`src/rtl/pc_unit_ras.sv`:
```
// Program-counter unit with return-address stack for the MIPS datapath.
// Selects the next PC from sequential, branch, jump, register, call,
// return, exception and exception-return sources. Calls push their
// return address onto a circular stack, returns pop it, and the PC of a
// faulting instruction is kept in epc. Register-sourced targets are
// forced to word alignment, and a misaligned source raises a flag pulse.
module pc_unit_ras #(
  parameter int                ADDR_W       = 32,
  parameter logic [ADDR_W-1:0] RESET_VECTOR = '0,
  parameter logic [ADDR_W-1:0] EXC_VECTOR   = ADDR_W'('h80),
  parameter int                RAS_DEPTH    = 4
) (
  input  logic              clk,
  input  logic              rst,
  input  logic              stall,
  input  logic [2:0]        pc_control,
  input  logic              branch_taken,
  input  logic [25:0]       jump_address,
  input  logic [15:0]       branch_offset,
  input  logic [ADDR_W-1:0] reg_address,
  output logic [ADDR_W-1:0] pc,
  output logic [ADDR_W-1:0] pc_plus4,
  output logic [ADDR_W-1:0] epc,
  output logic              ras_empty,
  output logic              ras_full,
  output logic              ras_miss,
  output logic              misaligned
);

  localparam int PTR_W = (RAS_DEPTH > 1) ? $clog2(RAS_DEPTH) : 1;
  localparam int CNT_W = PTR_W + 1;
  localparam logic [CNT_W-1:0] CNT_MAX = CNT_W'(RAS_DEPTH);

  typedef enum logic [2:0] {
    OP_SEQ  = 3'b000,
    OP_BR   = 3'b001,
    OP_J    = 3'b010,
    OP_JR   = 3'b011,
    OP_JAL  = 3'b100,
    OP_RET  = 3'b101,
    OP_EXC  = 3'b110,
    OP_ERET = 3'b111
  } op_t;

  // Sign-extend a 16-bit word offset to a byte offset of ADDR_W bits.
  function automatic logic [ADDR_W-1:0] word_offset(input logic signed [15:0] off);
    logic signed [ADDR_W-1:0] ext;
    ext = {{(ADDR_W-16){off[15]}}, off};
    return ext <<< 2;
  endfunction

  // Force a register-sourced target onto a word boundary.
  function automatic logic [ADDR_W-1:0] word_align(input logic [ADDR_W-1:0] addr);
    return {addr[ADDR_W-1:2], 2'b00};
  endfunction

  op_t               op;
  logic [ADDR_W-1:0] jump_target;
  logic [ADDR_W-1:0] branch_target;
  logic [ADDR_W-1:0] reg_target;
  logic [ADDR_W-1:0] ras_mem [RAS_DEPTH];
  logic [PTR_W-1:0]  top;
  logic [PTR_W-1:0]  top_prev;
  logic [CNT_W-1:0]  count;
  logic [ADDR_W-1:0] next_pc;
  logic              do_push;
  logic              do_pop;
  logic              do_exc;
  logic              miss_next;
  logic              mis_next;
  logic              advance;

  assign op            = op_t'(pc_control);
  assign pc_plus4      = pc + ADDR_W'(4);
  assign jump_target   = {pc_plus4[ADDR_W-1:28], jump_address, 2'b00};
  assign branch_target = pc_plus4 + word_offset(branch_offset);
  assign reg_target    = word_align(reg_address);
  // top is the next free slot; the most recent entry sits one below it.
  assign top_prev      = top - PTR_W'(1);
  assign ras_empty     = (count == '0);
  assign ras_full      = (count == CNT_MAX);
  assign advance       = ~stall;

  // Next-PC selection and stack/epc side effects for the current op.
  always_comb begin
    next_pc   = pc_plus4;
    do_push   = 1'b0;
    do_pop    = 1'b0;
    do_exc    = 1'b0;
    miss_next = 1'b0;
    mis_next  = 1'b0;
    unique case (op)
      OP_SEQ: next_pc = pc_plus4;
      OP_BR: begin
        if (branch_taken) next_pc = branch_target;
      end
      OP_J: next_pc = jump_target;
      OP_JR: begin
        next_pc  = reg_target;
        mis_next = |reg_address[1:0];
      end
      OP_JAL: begin
        next_pc = jump_target;
        do_push = 1'b1;
      end
      OP_RET: begin
        if (!ras_empty) begin
          next_pc = ras_mem[top_prev];
          do_pop  = 1'b1;
        end else begin
          next_pc   = reg_target;
          miss_next = 1'b1;
          mis_next  = |reg_address[1:0];
        end
      end
      OP_EXC: begin
        next_pc = EXC_VECTOR;
        do_exc  = 1'b1;
      end
      OP_ERET: next_pc = epc;
      default: next_pc = pc_plus4;
    endcase
  end

  // PC, epc, stack bookkeeping and status pulses; reset wins over stall.
  always_ff @(posedge clk) begin
    if (rst) begin
      pc         <= RESET_VECTOR;
      epc        <= '0;
      top        <= '0;
      count      <= '0;
      ras_miss   <= 1'b0;
      misaligned <= 1'b0;
    end else begin
      ras_miss   <= miss_next & advance;
      misaligned <= mis_next & advance;
      if (advance) begin
        pc <= next_pc;
        if (do_exc) epc <= pc;
        if (do_push) begin
          top <= top + PTR_W'(1);
          if (!ras_full) count <= count + CNT_W'(1);
        end else if (do_pop) begin
          top   <= top_prev;
          count <= count - CNT_W'(1);
        end
      end
    end
  end

  // Stack storage: a push when full lands on the oldest slot and overwrites it.
  always_ff @(posedge clk) begin
    if (!rst && advance && do_push) ras_mem[top] <= pc_plus4;
  end

endmodule
```
`config.mk`:
```
export PLATFORM = sky130hd
export DESIGN_NAME = pc_unit_ras
export DESIGN_NICKNAME = d
export VERILOG_FILES = /design/src/rtl/pc_unit_ras.sv
export SDC_FILE = /design/constraint.sdc
export NUM_CORES = 1
export LEC_CHECK = 0
export CORE_MARGIN = 10
export CORE_UTILIZATION = 48
export CTS_CLUSTER_SIZE = 25
export DETAILED_ROUTE_END_ITERATION = 8
export PLACE_DENSITY_LB_ADDON = 0.1
export SLEW_MARGIN = 20
export SYNTH_ARGS = -nofsm -noshare
export SYNTH_HDL_FRONTEND = slang
export SYNTH_SLANG_ARGS = --single-unit
```
`constraint.sdc`:
```
create_clock -name clk -period 3.8 [get_ports clk]
set_clock_uncertainty 0.05 [all_clocks]
set_input_delay 0.76 -clock clk [delete_from_list [all_inputs] [get_ports clk]]
set_output_delay 0.76 -clock clk [all_outputs]
set_load 0.05 [all_outputs]
```
==> impl_table.tex <==
\begin{tabular}{lr}
\hline
Metric & Value \\
\hline
\multicolumn{2}{l}{\textbf{Status}} \\
Status & finished, final reports clean \\
\multicolumn{2}{l}{\textbf{Timing}} \\
Post-route clock period utilization & 95.3\% \\
Number of failing setup endpoints in the final timing report & 0 \\
Actual transition at the worst max-transition pin & 0.893 ns \\
Worst relative slew slack & 40.4\% \\
F\_max & 276 MHz \\
Post-route setup TNS & 0 ns \\
Max-slew violation total from the final report & 0 \\
RSZ-0062 raised after global routing & yes \\
Number of hold-slack violations in the final timing report & 0 \\
Shortest period the worst path allows & 3.62 ns \\
\multicolumn{2}{l}{\textbf{Clocking}} \\
Clock sinks & 199 \\
Insertion delay to the later sink of the worst-skew pair & 0.44 ns \\
Clock Root Buffer & sky130\_fd\_sc\_hd\_\_clkbuf\_16 \\
Clk buf depth & 2 \\
H-tree level count & 4 \\
CTS Buf Count & 17 \\
Clk slew on worst S/H paths & 0.08 ns \\
Clock tree from TritonCTS & done \\
\multicolumn{2}{l}{\textbf{Drt}} \\
Number of vias in the routed layout & 8671 \\
Average detailed-routed wire length per instance & 24.2 um \\
Remaining routing DRC violations & 0 \\
DRT antenna net count & 0 \\
Router iterations before antenna repair & 7 \\
Wirelength, routed & 34700 um \\
Iter 0 DRT Violations & 657 \\
Routed vias/inst & 6.04 \\
\multicolumn{2}{l}{\textbf{Yosys}} \\
Mapped cell area & 10400 um2 \\
Most instantiated library cell after synthesis & sky130\_fd\_sc\_hd\_\_edfxtp\_1 \\
Total of flip-flops plus latches after synthesis & 199 \\
Post-Synthesis Cells & 914 \\
Post-synth EDFFs & 128 \\
Commonest cells in the synthesized netlist & sky130\_fd\_sc\_hd\_\_edfxtp\_1, sky130\_fd\_sc\_hd\_\_nand2\_1, sky130\_fd\_sc\_hd\_\_dfxtp\_1 \\
Portion of synthesized cell area occupied by the leading cell type & 36.9\% \\
Number of distinct standard cells referenced by the synthesized netlist & 70 \\
Cell type with the largest total area after synthesis & sky130\_fd\_sc\_hd\_\_edfxtp\_1 \\
Post-Synthesis Net Count & 1037 \\
Post-synthesis async set-or-reset flop share & 0\% \\
Seq/Total Area, Yosys & 50.6\% \\
Mean cell area of the mapped netlist & 11.4 um2 \\
Count of yosys warnings during synthesis & 0 \\
Top cells by area in the synthesized netlist & sky130\_fd\_sc\_hd\_\_edfxtp\_1, sky130\_fd\_sc\_hd\_\_dfxtp\_1, sky130\_fd\_sc\_hd\_\_mux4\_2, sky130\_fd\_sc\_hd\_\_ha\_1, sky130\_fd\_sc\_hd\_\_nand2\_1 \\
Most frequently used flop master after synthesis & sky130\_fd\_sc\_hd\_\_edfxtp\_1 \\
\multicolumn{2}{l}{\textbf{Setup path}} \\
Data arrival time of the critical path & 3.86 ns \\
Critical path class & flop to flop \\
Launching instance or port of the critical path & pc[6] \\
Kind of capture point of the worst setup path & flop \\
Start of the worst register-to-register path & pc[6] \\
Maximum net fanout on the critical path & 5 \\
Critical Path Source Type & flop \\
Worst Path Required & 4.04 ns \\
\multicolumn{2}{l}{\textbf{Place}} \\
IO buf count & 180 \\
Detailed-placement wirelength estimate & 24800 um \\
Weighted congestion at the end of routability-driven global placement & 0.936 \\
\multicolumn{2}{l}{\textbf{Power}} \\
Net load switching power & 0.00171 W \\
Share of total power in combinational logic & 22.2\% \\
Pwr/cell area & 385 nW/um2 \\
Leakage power & 5.17 nW \\
Design Power & 0.00545 W \\
Fraction of power consumed by sequential logic & 43.8\% \\
Clock share of power & 34.0\% \\
IR drop worst, VDD & 0.000375 V \\
P\_int & 0.00374 W \\
Proportion of total power due to net switching & 31.3\% \\
\multicolumn{2}{l}{\textbf{Finish}} \\
Share of cells above drive strength 1 & 22.6\% \\
Syn-to-layout area delta & 35.9\% \\
Final-layout fill cell count & 1649 \\
Fin nets & 1269 \\
\multicolumn{2}{l}{\textbf{Global routing}} \\
Vias in the first global route & 8935 \\
First-pass GRT wire length & 53200 um \\
Pin count of the biggest net entering global routing & 68 \\
Combined global-route utilization of all metal layers & 24.1\% \\
Overflow left after global routing & 0 \\
Initial antenna violation count & 1 \\
\multicolumn{2}{l}{\textbf{Floorplan}} \\
Horiz. Die Dim & 167 um \\
Initial core utilization & 49.2\% \\
DIE HEIGHT & 167 um \\
Count of standard-cell rows & 53 \\
Total core area & 21200 um2 \\
Num ports & 181 \\
Area of the die & 28000 um2 \\
\multicolumn{2}{l}{\textbf{Min path}} \\
Beginning of the worst hold path & epc[13] \\
Type of the most critical hold path & flop to flop \\
\multicolumn{2}{l}{\textbf{Job}} \\
Max-capacitance violation count & 0 \\
\hline
\end{tabular}
[critical path: stages, from the launching register on]
cell	delay, ns
sky130_fd_sc_hd__dfxtp_4	0.39
sky130_fd_sc_hd__and3_4	0.20
sky130_fd_sc_hd__and3_4	0.24
sky130_fd_sc_hd__nand4_4	0.17
sky130_fd_sc_hd__buf_12	0.19
sky130_fd_sc_hd__nor2_2	0.17
sky130_fd_sc_hd__xor2_4	0.18
sky130_fd_sc_hd__ha_1	0.26
sky130_fd_sc_hd__nand2_1	0.12
sky130_fd_sc_hd__nor2_4	0.05
sky130_fd_sc_hd__a221oi_2	0.30
sky130_fd_sc_hd__a31oi_2	0.17
sky130_fd_sc_hd__o21ai_2	0.26
sky130_fd_sc_hd__o21ai_4	0.12
sky130_fd_sc_hd__buf_4	0.15
sky130_fd_sc_hd__xor2_1	0.15
sky130_fd_sc_hd__a221oi_2	0.22
sky130_fd_sc_hd__nor3_1	0.07
[timing repair]
action,CTS,global route
endpoints found under the hold margin,0,0
pin swaps,0,14
endpoints found under the setup margin,1,12
hold buffers,0,0
resized for setup,1,25
setup buffers,0,5
[cell usage in the layout, fill, tap and decap left out, drive strengths merged, types with 3 or more instances in the layout]
| cell type | n |
|---|---|
| nand4 | 7 |
| a21boi | 3 |
| nor2b | 20 |
| a221oi | 39 |
| o21ai | 27 |
| mux4 | 32 |
| a221o | 39 |
| a21o | 17 |
| clkbuf | 17 |
| o31ai | 3 |
| a211oi | 11 |
| xnor2 | 38 |
| or2 | 5 |
| clkdlybuf4s50 | 163 |
| edfxtp | 128 |
| nand2b | 7 |
| nor3 | 21 |
| a22oi | 5 |
| nor2 | 44 |
| clkinv | 4 |
| nand3 | 13 |
| a31oi | 6 |
| maj3 | 3 |
| inv | 33 |
| buf | 106 |
| and4 | 3 |
| dfxtp | 71 |
| ha | 40 |
| a21oi | 70 |
| and3 | 14 |
| o211ai | 4 |
| nand2 | 117 |
| xor2 | 15 |
| mux2i | 3 |
[layout make-up]
class                           instances  area (um2)  area share, %
Sequential cell                       199        5310           37.6
Antenna cell                            1        2.50         0.0177
Clock buffer                           17         425           3.01
Multi-Input combinational cell        635        5290           37.4
Tap cell                              275         344           2.43
Clock inverter                         15         178           1.26
Inverter                               24        90.1          0.637
Timing Repair Buffer                  269        2500           17.7
[final timing paths]
kind	end	slack, ns	depth (start not counted)
setup / recovery	pc[27]	0.18	17
hold / removal	epc[13]	0.42	2
setup reg to reg	pc[27]	0.18	17
hold reg to reg	epc[13]	0.42	2
[per-stage QoR]
stage	util, %	setup WS, ns	cell area (um2)	instances	hold WS (ns)
after floorplan	-	-0.0228	10800	914	0.432
final	66.9	0.178	14100	1435	0.421
after global routing	66.9	-0.0214	14100	1435	0.447
after detailed placement	63.1	-0.00956	13400	1397	0.412
after global placement	63.1	0.0475	13400	1397	0.410
after CTS	66.0	0.0219	14000	1429	0.422
[metal layers]
metal  vias up  routed length (um)  global-route usage [%]
li1       3968                   -                       -
met1      4356               14700                    31.2
met2       304               17100                    40.1
met3        43                2220                    5.15
met4         0                 720                    6.66
met5         -                   0                       0
[registers in the layout (all words and copies together) (netlist names)]
name	cells
ras_mem	128
epc	32
pc	32
count	3
top	2
misaligned	1
ras_miss	1
[cell families after synthesis]
group / synth area share [%]
AOI/OAI and AO/OA: 17.2
xor gates and xnor gates: 4.53
adders and majority gates: 5.48
buffers and inverters: 3.14
DFF: 50.6
muxes: 7.21
and+or+nand+nor: 11.8
[power groups by stage]
| stage | sequential (W) | clock (W) | combinational (W) |
|---|---|---|---|
| floorplan | 0.00254 | 0 | 0.000609 |
| finish | 0.00239 | 0.00186 | 0.00121 |
| global route | 0.00239 | 0.00195 | 0.00129 |
| global placement | 0.00243 | 0 | 0.00117 |
| detailed placement | 0.00243 | 0 | 0.00117 |
| CTS | 0.00238 | 0.00188 | 0.00118 |
Note: power is estimated with default switching activity, not from simulation.
